==> src/rtl/lfsr_chk_window.sv <==
// Loss-of-lock detector: counts valid bits in a fixed-size window and the
// errors seen inside it; loss_o fires on the bit that reaches the threshold.
module lfsr_chk_window #(
    parameter int WINDOW      = 64,
    parameter int LOSS_THRESH = 8
) (
    input  logic clk,
    input  logic resetn,
    input  logic clr,
    input  logic bit_valid,
    input  logic bit_err,
    output logic loss_o
);

    localparam int WIN_W  = (WINDOW > 1) ? $clog2(WINDOW) : 1;
    localparam int ERR_CW = $clog2(LOSS_THRESH + 1);

    logic [WIN_W-1:0]  win_reg, win_next;
    logic [ERR_CW-1:0] win_err_reg, win_err_next;
    logic              wrap;

    // Next-state of the window position and in-window error count.
    always_comb begin
        win_next     = win_reg;
        win_err_next = win_err_reg;
        wrap         = (win_reg == WIN_W'(WINDOW - 1));
        if (bit_valid) begin
            win_next = wrap ? '0 : win_reg + 1'b1;
            if (wrap)
                win_err_next = bit_err ? ERR_CW'(1) : '0;
            else if (bit_err)
                win_err_next = win_err_reg + 1'b1;
        end
        loss_o = bit_valid && bit_err && (win_err_next >= ERR_CW'(LOSS_THRESH));
    end

    // Window registers; held clear whenever the checker is not locked.
    always_ff @(posedge clk) begin
        if (!resetn || clr) begin
            win_reg     <= '0;
            win_err_reg <= '0;
        end else begin
            win_reg     <= win_next;
            win_err_reg <= win_err_next;
        end
    end

endmodule

==> config.mk <==
export PLATFORM = sky130hd
export DESIGN_NAME = lfsr_chk_window
export DESIGN_NICKNAME = d
export VERILOG_FILES = /design/src/rtl/lfsr_chk_window.sv
export SDC_FILE = /design/constraint.sdc
export NUM_CORES = 1
export LEC_CHECK = 0
export CORE_AREA = 3 3 40 42
export CTS_CLUSTER_SIZE = 16
export DETAILED_ROUTE_END_ITERATION = 8
export DIE_AREA = 0 0 43 45
export HOLD_SLACK_MARGIN = 0.1
export PLACE_DENSITY_LB_ADDON = 0.1
export SETUP_SLACK_MARGIN = 0.2
export SYNTH_ARGS = -nofsm -noshare
export SYNTH_HDL_FRONTEND = slang
export SYNTH_SLANG_ARGS = --single-unit
==> constraint.sdc <==
create_clock -name clk -period 1.5 [get_ports clk]
set_input_delay 0.15 -clock clk [delete_from_list [all_inputs] [get_ports clk]]
set_output_delay 0.15 -clock clk [all_outputs]
set_load 0.02 [all_outputs]
==> results.json <==
{
  "cellLeakagePower_nw": 0.3527,
  "insertion_delay_ns": 0.27,
  "die-width_um": 43,
  "routed_antenna_nets": 0,
  "synthToLayoutAreaGrowth_pct": 65.35,
  "crit-reg2reg-launch": "win_reg[5]",
  "most-common-layout-cells": "buf_4, dfxtp_2, nor2_1",
  "place.port_buffers": 5,
  "crit_required_ns": 1.66,
  "route.detailed.drc": 0,
  "grt_setup_unrepaired": "yes",
  "post_synth_main_area_contributors": "dfxtp_1, xor2_1, nor2_1",
  "ctsLongestPathBuffers": 2,
  "worst-slew-pin-transition_ns": 0.2157,
  "fin_ws_ns": 0.1541,
  "timing.max_cap.violations": 0,
  "endpoint_kind": "register",
  "postRouteWirelength_um": 1293,
  "clk_transition_reported_paths_ns": 0.07,
  "track_usage_pct": 14.94,
  "maxClockFrequency_mhz": 743.0,
  "globalRoute.totalOverflow": 0,
  "detailroute.via_count": 523,
  "number_of_antenna_violations_at_the_first_check_in_global_routing": 0,
  "slew_viol_final": 0,
  "cts_made_buffers": 3,
  "num-nets-final": 100,
  "floorplan.die_area_mm2": 0.001935,
  "yosys.area.top_type_share_pct": 39.60,
  "ys_seq_elements": 10,
  "drt_first_pass_iters": 2,
  "grt_max_degree": 11,
  "final_common_cell": "buf_4",
  "syn-cell-area_um2": 505.5,
  "finalWorstPathRequiredPeriod_ns": 1.346,
  "post_synth.cell_area_avg_um2": 8.287,
  "fin_skew_ns": 0.006447,
  "path_category_of_the_worst_min_delay_check": "register to register",
  "floorplan.die.height_um": 45,
  "n_antenna_cell": 0,
  "place_congestion": 0.7315,
  "finalSetupViolCount": 0,
  "ys_warn_count": 0,
  "synthesis.nets": 68,
  "critical_path_class": "register to register",
  "cts_sinks": 10,
  "fp.coreArea_mm2": 0.001285,
  "slew_headroom_pct": 85.50,
  "cellPowerDensity_mw_per_mm2": 680.9,
  "floorplan.io_pins": 6,
  "rr_endpoint": "win_err_reg[0]",
  "launch_point_of_the_critical_path": "win_reg[5]",
  "ys_seq_area_share_pct": 39.60,
  "worst_r2r_path_depth": 4,
  "worstPathArrival_ns": 1.51,
  "dpl-instance-area_um2": 709.4,
  "first_pass_grt_wire_length_um": 2049,
  "critPathCapture": "win_err_reg[0]",
  "via_per_inst": 4.888,
  "largest_register_ffs": 6,
  "route.detailed.wl_per_inst_um": 12.08,
  "worst_path_max_delay_cell": "or4_1",
  "post-place-ws_ns": -0.1757,
  "worstPathMaxFanout": 3,
  "timing.hold.ws_ns": 0.5024,
  "worstPathCellList": "nand4_4, buf_6, or4_1, and3_1",
  "finalHoldViolCount": 0,
  "post-synth-top-area-cell": "dfxtp_1",
  "crit_path_max_incr_delay_ns": 0.48,
  "fp-row-count": 13,
  "run_status": "completed",
  "synthCells": 61,
  "worst_setup_path_start_kind": "register",
  "detailedPlacementHpwl_um": 853.4,
  "tritoncts": "yes",
  "yosysUniqueCellTypes": 22,
  "vdd_ir_max_mv": 0.4318,
  "area_of_all_placed_cells_without_fillers_um2": 835.8,
  "start_util_pct": 39.34,
  "fillCellCount": 113,
  "detail_route.iter0.violations": 3,
  "fraction_of_final_layout_cells_with_drive_strength_greater_than_1_pct": 47.83,
  "first_global_vias": 505,
  "regToRegSetupSlack_ns": 0.15,
  "min_period_over_period_pct": 89.73,
  "cts_root_buffer": "clkbuf_4",
  "cts.htree.levels": 1
}
## kinds of logic (layout without fill, tap and decap cells)
logic type / count (synthesis) / after routing / share of synthesized area (%)
compound gates: 11 / 11 / 12.38
xor+xnor: 5 / 5 / 8.663
fa+ha+maj: 2 / 2 / 4.950
buf+inv: 4 / 35 / 3.713
flops: 10 / 10 / 39.60
mux: 1 / 1 / 1.980
simple gates: 28 / 28 / 28.71
## critical path: cells and delay by family, from the launching register on
family	cells	cell delay, ns
buf+inv	1	0.13
simple gates	3	0.76
flops	1	0.36
## stage by stage
step,TNS [ns],power (mW),cells,util [%]
2_1_floorplan,0,0.2976,61,-
3_3_place_gp,-0.2254,0.3298,97,55.21
3_5_place_dp,-0.3161,0.3310,97,55.21
4_1_cts,0,0.5764,104,60.76
5_1_grt,0,0.5934,107,65.04
6_report,0,0.5691,107,65.04
## cell usage after synthesis
| master | instances |
|---|---|
| ha_1 | 2 |
| buf_4 | 1 |
| o31ai_1 | 1 |
| xor2_1 | 5 |
| o2111ai_1 | 1 |
| nor2_1 | 7 |
| nand3_1 | 3 |
| o21ai_0 | 4 |
| nand2b_1 | 1 |
| mux2i_1 | 1 |
| dfxtp_1 | 10 |
| or3_1 | 2 |
| and3_1 | 1 |
| nand2_1 | 6 |
| nor3_1 | 1 |
| nor2b_1 | 3 |
| a31oi_1 | 1 |
| nand4_2 | 1 |
| inv_1 | 3 |
| a21oi_1 | 4 |
| or4_1 | 1 |
| nand4_1 | 2 |
## report_power, final
group / switching [mW] / internal [mW] / total, mW
combinational: 0.0247 / 0.0321 / 0.0567
sequential: 0.00223 / 0.269 / 0.271
clock: 0.0942 / 0.147 / 0.242
## final cells by class
cell class              count  area, um^2  area share (%)
well taps                  15       18.77           2.246
clock buffers               4       36.28           4.341
inverters                   3       13.76           1.647
multi-input cells          47       327.8           39.22
repair buffers             28       227.7           27.25
flip-flops and latches     10       211.5           25.30
## metal layers
layer / up-vias / wire, um / GRT usage, %
li1: 279 / - / -
met1: 234 / 559 / 16.75
met2: 6 / 661 / 24.85
met3: 4 / 38 / 3.586
met4: 0 / 33 / 10.84
met5: - / 0 / 0
## worst min-delay path by stage
stage / startpoint / end / slack, ns / cells after the start
5_1_grt: win_reg[5] / win_reg[5] / 0.55 / 2
6_report: win_reg[5] / win_reg[5] / 0.50 / 2
3_3_place_gp: win_reg[5] / win_reg[5] / 0.49 / 2
2_1_floorplan: bit_err / win_err_reg[1] / 0.31 / 2
3_5_place_dp: win_reg[5] / win_reg[5] / 0.50 / 2
4_1_cts: win_reg[5] / win_reg[5] / 0.49 / 2
## timing repair
action,CTS,global route
hold buffers,0,0
buffers inserted,3,3
gates resized for setup,14,10
pin swaps,3,5
setup endpoints to repair,2,6
Note: power is estimated with default switching activity, not from simulation.
